### src/rtl/fifo_stream_pkg.sv
// Shared defaults and types for the FIFO-to-stream adapter.
package fifo_stream_pkg;

  localparam int unsigned DATA_WIDTH      = 8;
  localparam int unsigned BURST_LEN       = 4;
  localparam int unsigned FRAME_CNT_WIDTH = 16;

  // Output buffer depth and the width of a counter holding 0..BUF_DEPTH.
  localparam int unsigned BUF_DEPTH = 2;
  localparam int unsigned CNT_W     = 2;

  typedef logic [DATA_WIDTH-1:0] data_t;

  // Beat counter width: clog2(burst_len), at least one bit.
  function automatic int unsigned beat_cnt_width(input int unsigned burst_len);
    return (burst_len > 1) ? $clog2(burst_len) : 1;
  endfunction

endpackage

### src/rtl/stream_buf2.sv
// Two-entry ring buffer that absorbs the FIFO read latency.
module stream_buf2
  import fifo_stream_pkg::*;
#(
  parameter int unsigned DW = DATA_WIDTH
) (
  input  logic             clk,
  input  logic             rstn,
  input  logic             push_i,
  input  logic [DW-1:0]    push_data_i,
  input  logic             pop_i,
  output logic [CNT_W-1:0] count_o,
  output logic [DW-1:0]    head_data_o
);

  logic [DW-1:0]    mem_q [BUF_DEPTH];
  logic             head_q;
  logic             tail_q;
  logic [CNT_W-1:0] count_q;
  logic [CNT_W-1:0] count_d;

  // Occupancy: a simultaneous push and pop leaves it unchanged.
  always_comb begin
    count_d = count_q;
    case ({push_i, pop_i})
      2'b10:   count_d = count_q + CNT_W'(1);
      2'b01:   count_d = count_q - CNT_W'(1);
      default: count_d = count_q;
    endcase
  end

  // Storage and 1-bit pointers; pointers wrap naturally modulo 2.
  always_ff @(posedge clk) begin
    if (rstn) begin
      head_q  <= 1'b0;
      tail_q  <= 1'b0;
      count_q <= '0;
      for (int i = 0; i < BUF_DEPTH; i++) mem_q[i] <= '0;
    end else begin
      if (push_i) begin
        mem_q[tail_q] <= push_data_i;
        tail_q        <= ~tail_q;
      end
      if (pop_i) head_q <= ~head_q;
      count_q <= count_d;
    end
  end

  assign count_o     = count_q;
  assign head_data_o = mem_q[head_q];

endmodule

### src/rtl/fifo_stream_adapter.sv
// Reads sync_fifo and presents its words as a valid/ready stream with framing.
module fifo_stream_adapter
  import fifo_stream_pkg::*;
#(
  parameter int unsigned data_width      = DATA_WIDTH,
  parameter int unsigned burst_len       = BURST_LEN,
  parameter int unsigned frame_cnt_width = FRAME_CNT_WIDTH
) (
  input  logic                       clk,
  input  logic                       rstn,
  output logic                       rd_ena,
  input  logic [data_width-1:0]      data_out,
  input  logic                       empty,
  output logic                       m_valid,
  input  logic                       m_ready,
  output logic [data_width-1:0]      m_data,
  output logic                       m_last,
  output logic [frame_cnt_width-1:0] frame_cnt
);

  localparam int unsigned             BEAT_W    = beat_cnt_width(burst_len);
  localparam logic [BEAT_W-1:0]       BEAT_LAST = BEAT_W'(burst_len - 1);
  localparam int unsigned             CU_W      = CNT_W + 1;

  logic                       inflight_q;
  logic [BEAT_W-1:0]          beat_cnt_q;
  logic [BEAT_W-1:0]          beat_cnt_d;
  logic [frame_cnt_width-1:0] frame_cnt_q;
  logic [frame_cnt_width-1:0] frame_cnt_d;
  logic [CNT_W-1:0]           count;
  logic [data_width-1:0]      head_data;
  logic                       pop;
  logic                       at_last;
  logic [CU_W-1:0]            credit_use;

  stream_buf2 #(
    .DW (data_width)
  ) u_buf (
    .clk         (clk),
    .rstn        (rstn),
    .push_i      (inflight_q),
    .push_data_i (data_out),
    .pop_i       (pop),
    .count_o     (count),
    .head_data_o (head_data)
  );

  assign m_valid = (count != '0);
  assign m_data  = head_data;
  assign pop     = m_valid & m_ready;
  assign at_last = (beat_cnt_q == BEAT_LAST);
  assign m_last  = m_valid & at_last;

  // Credit: slots already used or promised, after this cycle's pop frees one.
  assign credit_use = CU_W'(count) + CU_W'(inflight_q) - CU_W'(pop);
  assign rd_ena     = ~empty & ~rstn & (credit_use < CU_W'(BUF_DEPTH));

  // Beat position within the frame and completed-frame count.
  always_comb begin
    beat_cnt_d  = beat_cnt_q;
    frame_cnt_d = frame_cnt_q;
    if (pop) begin
      if (at_last) begin
        beat_cnt_d  = '0;
        frame_cnt_d = frame_cnt_q + frame_cnt_width'(1);
      end else begin
        beat_cnt_d  = beat_cnt_q + BEAT_W'(1);
      end
    end
  end

  // Read-in-flight flag and framing counters.
  always_ff @(posedge clk) begin
    if (rstn) begin
      inflight_q  <= 1'b0;
      beat_cnt_q  <= '0;
      frame_cnt_q <= '0;
    end else begin
      inflight_q  <= rd_ena;
      beat_cnt_q  <= beat_cnt_d;
      frame_cnt_q <= frame_cnt_d;
    end
  end

  assign frame_cnt = frame_cnt_q;

  // Buffered plus in-flight words must never exceed the buffer depth.
  a_no_overflow: assert property (@(posedge clk) disable iff (rstn)
    (CU_W'(count) + CU_W'(inflight_q)) <= CU_W'(BUF_DEPTH));

endmodule
### config.mk
export PLATFORM = sky130hd
export DESIGN_NAME = fifo_stream_adapter
export DESIGN_NICKNAME = d
export VERILOG_FILES = /design/src/rtl/fifo_stream_pkg.sv /design/src/rtl/stream_buf2.sv /design/src/rtl/fifo_stream_adapter.sv
export SDC_FILE = /design/constraint.sdc
export NUM_CORES = 1
export LEC_CHECK = 0
export BUFFER_PORTS_ARGS = -buffer_cell sky130_fd_sc_hd__buf_2
export CAP_MARGIN = 30
export CORE_MARGIN = 2
export CORE_UTILIZATION = 55
export DETAILED_ROUTE_END_ITERATION = 12
export GPL_ROUTABILITY_DRIVEN = 1
export PLACE_DENSITY = 0.78
export SLEW_MARGIN = 20
export SYNTH_ARGS = -nofsm -noshare
export SYNTH_HDL_FRONTEND = slang
export SYNTH_SLANG_ARGS = --single-unit
### constraint.sdc
create_clock -name clk -period 5 [get_ports clk]
set_input_delay 0.75 -clock clk [delete_from_list [all_inputs] [get_ports clk]]
set_output_delay 0.75 -clock clk [all_outputs]
set_load 0.005 [all_outputs]
==> qor.csv <==
metric;value;unit
status;completed;
path_max_fanout;10;
drive_gt1_share;27.6;%
yosys.area.top_type;dfxtp_1;
hold_ws;0.513;ns
cts_buffer_depth;2;
finish.utilization;68.2;%
num_vias;1343;
pre_cts_slack;1.95;ns
syn_area;1820;um^2
clk_pin_slew_worst_paths;0.11;ns
design_area;2120;um^2
synth_fp_nets;186;
avgSynthCellArea;10.7;um^2
antenna-diode-count;0;
ys_types;35;
placedCellCount;246;
cts_htree_levels;2;
yosys.area_share.xor_xnor;6.72;%
final_cells;254;
finalPower;0.605;mW
post_drt_wl_per_cell;13.3;um
via_per_inst;5.29;
synthesis.instances;171;
area_growth;16.0;%
overflow;0;
cts_buffers;5;
gp_congestion;0.787;
cts_resized;0;
ys_ff_latch;40;
initial_core_util;58.8;%
final_nets;224;
synth_top_area_share;26.3;%
leakagePower;0.868;nW
drtAntennaViolNets;0;
synth-compound-area-share;5.56;%
dr.pass1.iters;4;
worstMarginPinSlew;0.822;ns
ios;39;
hold_path.class;reg -> reg;
cts_root_buffer;clkbuf_4;
antenna_found_initial;0;
layout_worst_path_cycle_share;62.5;%
fin_crit;3.12;ns
skew;0.00830;ns
die-area;3790;um^2
hpwl;2.43;mm
drc_errors;0;
ys_top_cells_by_area;dfxtp_1 26%, edfxtp_1 26%, and2_1 5.8%, mux2_2 4.9%, xnor2_1 4.8%;
grt_pass1_vias;1274;
tns;0;ns
postCtsSetupBuffers;0;
ir_worst_vdd;0.000291;V
slew_violations;0;
dpl_cell_area;2040;um^2
tritoncts;yes;
crit_path_start_kind;register;
die_w;61.6;um
synth_top_family_by_area;simple AND/OR/NAND/NOR gates;
track_usage;19.5;%
cts_sinks;40;
cts_hold_buf;0;
setup_viol_count_final;0;
clock_latency;0.34;ns
crit_required;4.25;ns
relSlewSlack;45.1;%
muxShareOfSynthArea;6.58;%
coreArea;3100;um^2
power.density;286;nW/um^2
end_kind;output pin;
crit_type;reg -> out;
first_iter_violations;66;
fmax;320;MHz
seq_area_frac_synth;52.7;%
fillCellCount;270;
num_rows;20;
dieHeight;61.6;um
maxCapViolCount;0;
numPortBuffers;38;
mostFrequentLayoutCell;buf_2;
hold_violations;0;
yosysWarningCount;0;
grt_max_degree;30;
final_cell_mix;38 x buf_2, 24 x dfxtp_1, 17 x and2_1, 17 x nor2_1, 16 x edfxtp_1;
yosys.area_share.simple;23.7;%
grt_setup_unrepaired;no;
grt_pass1_wl;5.38;mm
route.final.wire_length;3.38;mm
postLayoutSetupSlackWorst;1.88;ns
crit_arrival;2.37;ns
synth_fa_ha_area_share;2.47;%
## kinds of logic (layout without fill, tap and decap cells)
logic type,after synthesis,in the layout
buffers and inverters,10,49
AO/OA/AOI/OAI,16,16
AND/OR/NAND/NOR,77,77
flip-flops,40,40
adder cells (fa/ha/maj),3,3
XOR/XNOR,14,14
multiplexers,11,11
## sequential cells by signal, summed over array words and instances, names as in the netlist, named ones only
name / flops
u_buf.head_q: 1
frame_cnt: 16
beat_cnt_q: 2
u_buf.count_o: 2
inflight_q: 1
u_buf.tail_q: 1
u_buf.mem_q: 16
## Yosys cell counts
master,number
o211ai_4,1
and4_1,1
or4_4,1
nand2_1,7
or2b_1,1
fa_1,1
mux2i_1,3
xor2_1,4
a21oi_1,7
nor4b_1,2
nand4b_1,2
nand3_1,5
clkbuf_1,5
buf_1,1
and3b_1,1
or2_2,3
ha_1,2
and2_1,17
nor4_1,4
edfxtp_1,16
nand4_1,2
mux2_2,8
a21o_1,1
xnor2_1,10
nor2_1,17
and3_1,2
nor3_1,5
nor2b_1,1
nor3b_1,2
inv_1,3
dfxtp_1,24
o21a_1,1
o21ai_0,6
or3_1,4
buf_4,1
## worst max-delay path: stages, from the launching register on
cell and delay (ns):
dfxtp_1 0.59, and3b_1 0.27, or2_2 0.14, nand2_1 0.07, fa_1 0.41, xor2_1 0.17, nor4b_1 0.23, buf_2 0.15
## power by group
group | switching [mW] | total (mW) | internal (mW)
Combinational | 0.0200 | 0.0407 | 0.0207
Clock | 0.103 | 0.207 | 0.105
Sequential | 0.00680 | 0.357 | 0.350
## worst paths after layout
| path | endpoint | cells past startpoint | slack [ns] | startpoint |
|---|---|---|---|---|
| hold / removal | register | 2 | 0.51 | u_buf.head_q |
| hold reg to reg | register | 2 | 0.51 | u_buf.head_q |
| setup reg to reg | frame_cnt[15] | 5 | 2.99 | beat_cnt_q[0] |
| setup / recovery | rd_ena | 7 | 1.88 | u_buf.count_o[1] |
## per-layer routing
layer	track usage [%]	share of wire [%]
met1	22.8	45
met2	32.6	49
met4	12.2	2.3
met5	0	0
met3	3.99	3.5
## area by class of cell
class	count	area (um^2)	area share, %
Inverter	3	11.3	0.532
Tap cell	44	55.1	2.60
Clock inverter	2	35.0	1.66
Multi-Input combinational cell	121	822	38.9
Sequential cell	40	961	45.4
Clock buffer	6	41.3	1.95
Timing Repair Buffer	38	190	8.99
(Power assumes the default switching activity.)
